**src/rtl/exp6_pkg.sv**
```systemverilog
// Shared definitions for experiment_number_six: FSM state encoding, default sizes
// and the fixed message ROM.
package exp6_pkg;

    localparam int CPB_DEF     = 16;
    localparam int MSG_LEN_DEF = 12;

    typedef enum logic [3:0] {
        ST_IDLE   = 4'd0,
        ST_LOAD   = 4'd1,
        ST_START  = 4'd2,
        ST_DATA   = 4'd3,
        ST_STOP   = 4'd4,
        ST_DONE   = 4'd5,
        ST_PARITY = 4'd6
    } state_t;

    // "HELLO TT04\r\n"; anything past the message reads as 0
    function automatic logic [7:0] char_at(input logic [7:0] idx);
        logic [7:0] c;
        case (idx)
            8'd0:    c = 8'h48;
            8'd1:    c = 8'h45;
            8'd2:    c = 8'h4C;
            8'd3:    c = 8'h4C;
            8'd4:    c = 8'h4F;
            8'd5:    c = 8'h20;
            8'd6:    c = 8'h54;
            8'd7:    c = 8'h54;
            8'd8:    c = 8'h30;
            8'd9:    c = 8'h34;
            8'd10:   c = 8'h0D;
            8'd11:   c = 8'h0A;
            default: c = 8'h00;
        endcase
        return c;
    endfunction

endpackage

```
**src/rtl/exp6_if.sv**
```systemverilog
// Signal bundles: exp6_baud_if links the FSM to its bit timer, exp6_if groups the
// Tiny Tapeout user pins as seen by a harness (master) and the block (slave).
interface exp6_baud_if;
    logic clear;
    logic bit_done;

    modport master (output clear, input bit_done);
    modport slave  (input clear, output bit_done);
endinterface


```
**src/rtl/exp6_baud_gen.sv**
```systemverilog
// Bit timer: counts enabled cycles and pulses bit_done on the last cycle of each
// UART bit; restarts from 0 whenever the FSM changes state.
module exp6_baud_gen
    import exp6_pkg::*;
#(
    parameter int CLKS_PER_BIT = CPB_DEF
) (
    input  logic      clk,
    input  logic      rst_n,
    input  logic      ena,
    exp6_baud_if.slave bif
);

    localparam int CW = (CLKS_PER_BIT > 2) ? $clog2(CLKS_PER_BIT) : 1;
    localparam logic [CW-1:0] LAST = CW'(CLKS_PER_BIT - 1);

    logic [CW-1:0] r_cnt;
    logic          w_last;

    assign w_last       = (r_cnt == LAST);
    assign bif.bit_done = w_last;

    // Reload on bit end instead of wrapping, so each bit is exactly CLKS_PER_BIT long
    always_ff @(posedge clk) begin
        if (rst_n) begin
            r_cnt <= '0;
        end else if (ena) begin
            if (bif.clear || w_last) begin
                r_cnt <= '0;
            end else begin
                r_cnt <= r_cnt + 1'b1;
            end
        end
    end

endmodule

```
**src/rtl/experiment_number_six.sv**
```systemverilog
// Tiny Tapeout block sending "HELLO TT04\r\n" as UART on uo_out[0] after a start edge.
// Define PARITY_EN to insert an even-parity bit after the data bits.
module experiment_number_six
    import exp6_pkg::*;
#(
    parameter int CLKS_PER_BIT = CPB_DEF,
    parameter int MSG_LEN      = MSG_LEN_DEF
) (
    input  logic       clk,
    input  logic       rst_n,
    input  logic       ena,
    input  logic [7:0] ui_in,
    output logic [7:0] uo_out,
    input  logic [7:0] uio_in,
    output logic [7:0] uio_out,
    output logic [7:0] uio_oe,
    output logic [7:0] chars_remaining,
    output logic [3:0] which_state
);

    localparam logic [7:0] LEN8 = 8'(MSG_LEN);

    state_t     r_state;
    state_t     w_next;
    logic       r_start_q;
    logic [7:0] r_shift;
    logic [7:0] r_char;
    logic [7:0] r_chars;
    logic [7:0] r_index;
    logic [2:0] r_bit_idx;

    logic w_edge;
    logic w_abort;
    logic w_bit_done;
    logic w_tx;
    logic w_unused_pins;

    assign w_edge        = ui_in[0] & ~r_start_q;
    assign w_abort       = ui_in[1];
    assign w_unused_pins = ^{uio_in, ui_in[7:2]};

    exp6_baud_if u_bif ();

    assign u_bif.clear = (w_next != r_state);
    assign w_bit_done  = u_bif.bit_done;

    exp6_baud_gen #(
        .CLKS_PER_BIT(CLKS_PER_BIT)
    ) u_baud (
        .clk   (clk),
        .rst_n (rst_n),
        .ena   (ena),
        .bif   (u_bif)
    );

    always_ff @(posedge clk) begin
        if (rst_n) begin
            r_state <= ST_IDLE;
        end else if (ena) begin
            r_state <= w_next;
        end
    end

    always_comb begin
        w_next = r_state;
        case (r_state)
            ST_IDLE:  if (w_edge) w_next = ST_LOAD;
            ST_LOAD:  w_next = ST_START;
            ST_START: if (w_bit_done) w_next = ST_DATA;
            ST_DATA: begin
                if (w_bit_done && (r_bit_idx == 3'd7)) begin
`ifdef PARITY_EN
                    w_next = ST_PARITY;
`else
                    w_next = ST_STOP;
`endif
                end
            end
`ifdef PARITY_EN
            ST_PARITY: if (w_bit_done) w_next = ST_STOP;
`endif
            ST_STOP: begin
                if (w_bit_done) begin
                    w_next = (r_chars == 8'd1) ? ST_DONE : ST_LOAD;
                end
            end
            ST_DONE:  w_next = ST_IDLE;
            default:  w_next = ST_IDLE;
        endcase
        // Abort overrides everything, including a simultaneous start edge
        if (w_abort) begin
            w_next = ST_IDLE;
        end
    end

    always_ff @(posedge clk) begin
        if (rst_n) begin
            r_start_q <= 1'b0;
            r_shift   <= 8'h00;
            r_char    <= 8'h00;
            r_chars   <= 8'h00;
            r_index   <= 8'h00;
            r_bit_idx <= 3'd0;
        end else if (ena) begin
            r_start_q <= ui_in[0];
            if (w_abort) begin
                r_chars <= 8'h00;
                r_char  <= 8'h00;
                r_index <= 8'h00;
            end else begin
                case (r_state)
                    ST_IDLE: begin
                        if (w_edge) begin
                            r_chars <= LEN8;
                            r_index <= 8'h00;
                        end
                    end
                    ST_LOAD: begin
                        r_shift <= char_at(r_index);
                        r_char  <= char_at(r_index);
                    end
                    ST_START: r_bit_idx <= 3'd0;
                    ST_DATA: begin
                        if (w_bit_done) begin
                            r_shift   <= {1'b0, r_shift[7:1]};
                            r_bit_idx <= r_bit_idx + 3'd1;
                        end
                    end
                    ST_STOP: begin
                        if (w_bit_done) begin
                            r_chars <= r_chars - 8'd1;
                            if (r_chars != 8'd1) begin
                                r_index <= r_index + 8'd1;
                            end
                        end
                    end
                    ST_DONE:  r_char <= 8'h00;
                    default:  r_char <= r_char;
                endcase
            end
        end
    end

    always_comb begin
        w_tx = 1'b1;
        case (r_state)
            ST_START:  w_tx = 1'b0;
            ST_DATA:   w_tx = r_shift[0];
`ifdef PARITY_EN
            ST_PARITY: w_tx = ^r_char;
`endif
            default:   w_tx = 1'b1;
        endcase
    end

    assign uo_out          = {5'b00000, (r_state == ST_DONE), (r_state != ST_IDLE), w_tx};
    assign uio_out         = r_char;
    assign uio_oe          = 8'hFF;
    assign chars_remaining = r_chars;
    assign which_state     = r_state;

endmodule

```
**config.mk**
```make
export PLATFORM = sky130hd
export DESIGN_NAME = experiment_number_six
export DESIGN_NICKNAME = d
export VERILOG_FILES = /design/src/rtl/exp6_pkg.sv /design/src/rtl/exp6_if.sv /design/src/rtl/exp6_baud_gen.sv /design/src/rtl/experiment_number_six.sv
export SDC_FILE = /design/constraint.sdc
export NUM_CORES = 1
export LEC_CHECK = 0
export CORE_MARGIN = 2
export CORE_UTILIZATION = 40
export CTS_CLUSTER_SIZE = 10
export DETAILED_ROUTE_END_ITERATION = 8
export SYNTH_ARGS = -nofsm -noshare
export SYNTH_HDL_FRONTEND = slang
export SYNTH_HIERARCHICAL = 1
export SYNTH_SLANG_ARGS = --single-unit
```
**constraint.sdc**
```tcl
create_clock -name clk -period 2.95 [get_ports clk]
set_input_delay 0.59 -clock clk [delete_from_list [all_inputs] [get_ports clk]]
set_output_delay 0.59 -clock clk [all_outputs]
set_load 0.005 [all_outputs]
```
# After elaboration in Yosys (flattened, before gate mapping)
# Memory sizes are Yosys's and may differ from the RTL's. A register that Yosys moved wholly into a read port is not among the register bits.
# Index checks and enable logic that the tools add are counted.
# op_classes
n_mul,0
n_bitwise,3
n_lt_le_gt_ge,0
add_sub_neg,4
reduce_logical,14
div,0
shift,0
n_eq_ne,14
mux,30
# ops
cell,count
8-bit 2-to-1 mux,11
8-bit case mux with 2 select lines,4
4-bit 2-to-1 mux,10
4-bit case mux with 5 select lines,1
4-bit AND reduction,3
"8-bit by 1-bit adder with 8-bit output, second input constant",1
"4-bit by 2-bit equality test with 1-bit output, second input constant",2
"4-bit by 3-bit equality test with 1-bit output, second input constant",2
"8-bit by 1-bit equality test with 1-bit output, second input constant",1
4-bit zero test,2
"8-bit by 1-bit != test with 1-bit output, second input constant",1
"8-bit by 1-bit subtractor with 8-bit output, second input constant",1
3-bit 2-to-1 mux,2
"3-bit != test, second input constant",2
3-bit case mux with 2 select lines,1
3-bit nonzero test,2
5-bit AND reduction,1
"4-bit by 1-bit adder with 4-bit output, second input constant",1
"4-bit by 1-bit equality test with 1-bit output, second input constant",1
"4-bit equality test, second input constant",1
4-bit != test,1
2-bit nonzero test,2
4-bit nonzero test,1
"3-bit by 1-bit adder with 3-bit output, second input constant",1
9 further kinds,10
# totals
ramBits,0
latchBits,0
n_memories,2
reg_bits,44
in_bits,19
mem_bits_ro,224
# mem_list
name,depth,width,read_ports,rd_clocked_by_memory_dff,wr,line,source
(name not given),16,7,1,1,0,exp6_pkg.sv:21,case (idx)
(name not given),16,7,1,1,0,exp6_pkg.sv:21,

# Longest topological paths before layout
# Gate-level depths: netlist (run 1).
# logic_depth
depth_word,8
ltp_mapped,12
mapped_depth_nobuf,11

# Hierarchy
# Netlist (run 1), hierarchy kept.
# by_module_without_submodules
mod,cells_each,instances,area_per_inst_um2,seq_area_each_um2
experiment_number_six,285,1,2476.1,900.9
exp6_baud_gen,17,1,190.2,80.1

# Worst setup path after synthesis (run 1)
# OpenSTA, ideal clock, no wires.
# synth_timing
kind,register -> register
startpoint,register u_baud.r_cnt[0]
endpoint,register with a tool-made name
arrival_time_ps,2575
required_time_ps,2874
path_stages_with_launch,13
n_path_buf,1
setup_slack_ps,300
cell_sequence,dfxtp_1 -> ha_1 -> and3_4 -> buf_2 -> and2_1 -> o21a_1 -> o221ai_2 -> a32oi_1 -> nor2_1 -> inv_1 -> ha_1 -> mux2_1 -> o22ai_1
# synth_lines
element,line,source
start: declaration,exp6_baud_gen.sv:17,logic [CW-1:0] r_cnt;
start signal: assignment,exp6_baud_gen.sv:31,r_cnt <= r_cnt + 1'b1;

==> summary.md, run 1 <==
| Metric | Value |
|---|---|
| Cell family with most CP delay | `compound AO/OA/AOI/OAI gates` |
| Post-synth ARST share | `0%` |
| Top cells by area, synth | `dfxtp_1 (37%), nor2_1 (6.5%), ha_1 (5.6%)` |
| Vert. Die Dim | `about 86 um` |
| Fin area | `~3100 um^2` |
| CTS tree | `yes` |
| Largest stage delay, worst path | `roughly 0.35 ns` |
| Initial drt markers | `94` |
| Post-synth top area cell | `dfxtp_1` |
| Placed Cells | `between 400 and 500` |
| Clock buffer depth | `2` |
| Final Critical Period | `~2.6 ns` |
| Crit share post-route | `around nine tenths` |
| Post-synth EDFFs | `0` |
| Setup TNS | `0 ns` |
| Max Slew Vio Count | `0` |
| Worst path most repeated cell | `ha_1` |
| Worst Hold Class | `flop to flop` |
| RSZ-0062 raised after global routing | `no` |
| DR vias/cell | `5.201` |
| Htree depth | `2` |
| Cell Count, Final, Fillers Out | `between 400 and 500` |
| WS Path Type | `flop to flop` |
| DP HPWL | `between 4000 and 5000 um` |
| Net switching power | `343.8 uW` |
| Clk sinks | `slightly below 50` |
| Clk Latency, worst-skew pair | `roughly 0.30 ns` |
| Core Util, Final | `48.73%` |
| Final Hold Vio Count | `0` |
| Final number of setup-violating endpoints | `0` |
| CP startpoint kind | `flop` |
| Hold buffers post-CTS | `0` |
| Cts repair resizes | `0` |
| Max Cap Viol | `0` |
| Tightest Pin Transition | `between 0.6 and 0.7 ns` |
| Nets | `366` |
| Cell Pwr Density | `a little over 400 nW/um^2` |
| Max Clk Rate | `roughly 380 MHz` |
| Top FF cell, synth | `dfxtp_1` |
| Clock-pin slew on the worst setup and hold paths | `~0.10 ns` |
| Drt pass-1 iters | `4` |
| Status | `completed` |
| Die ar. | `around 7300 um^2` |
| Logic pwr share | `between 10 and 15%` |
| Worst vdd ir | `0.2878 mV` |
| Worst EP arrival | `around 2.9 ns` |
| Clock group share of total power | `between 30% and 40%` |
| GRT Util Overall | `between 10% and 20%` |
| Core outline area | `~6400 um^2` |
| Residual DRC count | `0` |
| Worst Clk Skew | `roughly 0.0083 ns` |
| #FFs+latches synth | `49` |
| Critical Path Sink Type | `flop` |
| Antenna cell count | `0` |
| Grt ovf | `0` |
| Yosys Warn Count | `6` |
| Number of post-CTS setup repair buffers | `0` |
| WL final | `5477 um` |
| Post-synthesis cell count | `302` |
| Sequential power share | `55.0%` |
| First-pass GRT wire length | `9742 um` |
| R2R setup slack | `0.31 ns` |
| Row cnt | `29` |
| DR vias | `approximately 2.1k` |
| Routed WL per cell | `~13 um` |
| Lkg Pwr | `roughly 1.1 nW` |
| Vias in the first global route | `about 2.1k` |
| Max-slew headroom | `59.31%` |
| Layout cells sized above 1 | `~14%` |
| Clock Tree Root | `clkbuf_8` |
| WP data required | `~3.2 ns` |
| CP Max Fanout | `10` |
| Effective utilization at floorplan | `between 40% and 50%` |
| Post-synth cell types | `60` |
| Post-DP Area | `around 3000 um^2` |
| Sw Ratio | `a little over a quarter` |
| Pin count of the biggest net entering global routing | `30` |
| # fillers | `~630` |
| I/O Buffers | `26` |
| Min Hold Slack | `0.4623 ns` |
| Crit path cell chain | `ha_1, and3_4, and2_1, o21a_1, o221ai_2, a21oi_1, nor2_1, inv_1, ha_1, mux2_1, o22ai_1` |
| Initial antenna violation count | `0` |
| Internal power | `925.9 uW` |
| Mapped Area | `2666 um^2` |
| Chip width | `85.65 um` |
| Slowest CP cell | `dfxtp_1` |
| Syn_area_per_cell | `8.829 um^2` |
| IO Pins | `55` |
| Most frequent cell after synthesis | `dfxtp_1` |
| Area Overhead vs Synth | `16.71%` |
| Commonest cells post-synth | `dfxtp_1 (49), nor2_1 (46), nand2_1 (19), nand3_1 (19), buf_4 (15)` |
| Sequential area share after synthesis | `between 30% and 40%` |
| Post-DRT Antenna Nets | `0` |
| Gpl congestion | `roughly 0.80` |
| Bufs and invs on worst path | `1` |
| Area fraction of the dominant cell type after synthesis | `between 30% and 40%` |
| Total CTS buffers | `5` |
-- worst reg2reg max path: cells and delay by family (launching register included) --
kind / cells / cell delay, ns
adders and majority gates: 2 / 0.43
buffers and inverters: 1 / 0.13
DFF: 1 / 0.35
AOI/OAI and AO/OA: 4 / 0.70
and+or+nand+nor: 3 / 0.68
muxes: 1 / 0.28
-- path summary, 6_finish.rpt --
kind	startpoint	end	depth (start not counted)
max	u_baud/r_cnt[0]	flop	11
min	r_bit_idx[1]	r_bit_idx[1]	2
max reg2reg	u_baud/r_cnt[0]	flop	11
min reg2reg	r_bit_idx[1]	r_bit_idx[1]	2
-- power groups by stage --
stage                     combinational, mW  clock, mW  sequential [mW]
after floorplan                       0.113          0            0.710
after global placement                0.157          0            0.714
after CTS                             0.159      0.434            0.699
after global routing                  0.178      0.461            0.702
after detailed placement              0.159          0            0.714
final                                 0.159      0.412            0.699
-- per-stage QoR --
stage                     power, mW  setup WS [ns]
after floorplan              0.8231         0.2997
after global placement       0.8703         0.1357
after detailed placement     0.8726         0.1044
after CTS                     1.293         0.2958
after global routing          1.341        0.04807
final                         1.270         0.3103
-- per-layer routing --
layer | part of all wire [%] | vias to the layer above | global-route usage (%)
met3 | 2.7 | 7 | 2.214
li1 | - | 1110 | -
met1 | 53 | 993 | 23.38
met4 | 1.4 | 0 | 5.195
met5 | 0 | - | 0
met2 | 43 | 38 | 25.00
-- layout by cell type, fill, tap and decap left out, types with 3 or more instances in the layout --
| cell type | netlist | final |
|---|---|---|
| dfxtp_1 | 49 | 49 |
| nor2_1 | 46 | 46 |
| clkdlybuf4s50_1 | 0 | 26 |
| nand3_1 | 19 | 19 |
| nand2_1 | 19 | 19 |
| buf_4 | 15 | 17 |
| conb_1 | 2 | 14 |
| nor3_1 | 12 | 12 |
| ha_1 | 12 | 12 |
| inv_1 | 9 | 9 |
| a21oi_1 | 9 | 9 |
| a32oi_1 | 8 | 8 |
| xnor2_1 | 7 | 7 |
| mux2i_1 | 6 | 6 |
| a311oi_1 | 6 | 6 |
| o21ai_0 | 5 | 5 |
| xor2_1 | 5 | 5 |
| clkbuf_8 | 0 | 5 |
| nor3b_1 | 3 | 3 |
| nor3_2 | 3 | 3 |
| a21o_1 | 3 | 3 |
| a31oi_1 | 3 | 3 |
| nand4_1 | 3 | 3 |
-- layout make-up --
class                      count  area (um^2)  area share (%)
clock buffer                   5        68.82           2.212
sequential                    49        980.9           31.52
inverter                       9        33.78           1.086
tap                           77        96.34           3.096
multi-input combinational    227         1518           48.77
clock inverter                 3        26.28          0.8444
timing repair buffer          43        387.9           12.46
-- cells by family after synthesis --
| logic type | Yosys count | synth area share, % |
|---|---|---|
| other | 2 | 0.2817 |
| xor gates and xnor gates | 12 | 3.942 |
| buffers and inverters | 38 | 8.212 |
| muxes | 7 | 2.675 |
| AOI/OAI and AO/OA | 55 | 16.99 |
| DFF | 49 | 36.79 |
| and+or+nand+nor | 127 | 25.48 |
| adders and majority gates | 12 | 5.631 |
Note: power is estimated with default switching activity, not from simulation.
==> run 2, diff against run 1 <==
--- a/config.mk
+++ b/config.mk
@@ -7,7 +7,6 @@
 export LEC_CHECK = 0
 export CORE_MARGIN = 2
 export CORE_UTILIZATION = 40
-export CTS_CLUSTER_SIZE = 10
 export DETAILED_ROUTE_END_ITERATION = 8
 export SYNTH_ARGS = -nofsm -noshare
 export SYNTH_HDL_FRONTEND = slang
==> results of run 2 <==
No change in the layout: final DEF, timing and power equal those of run 1.
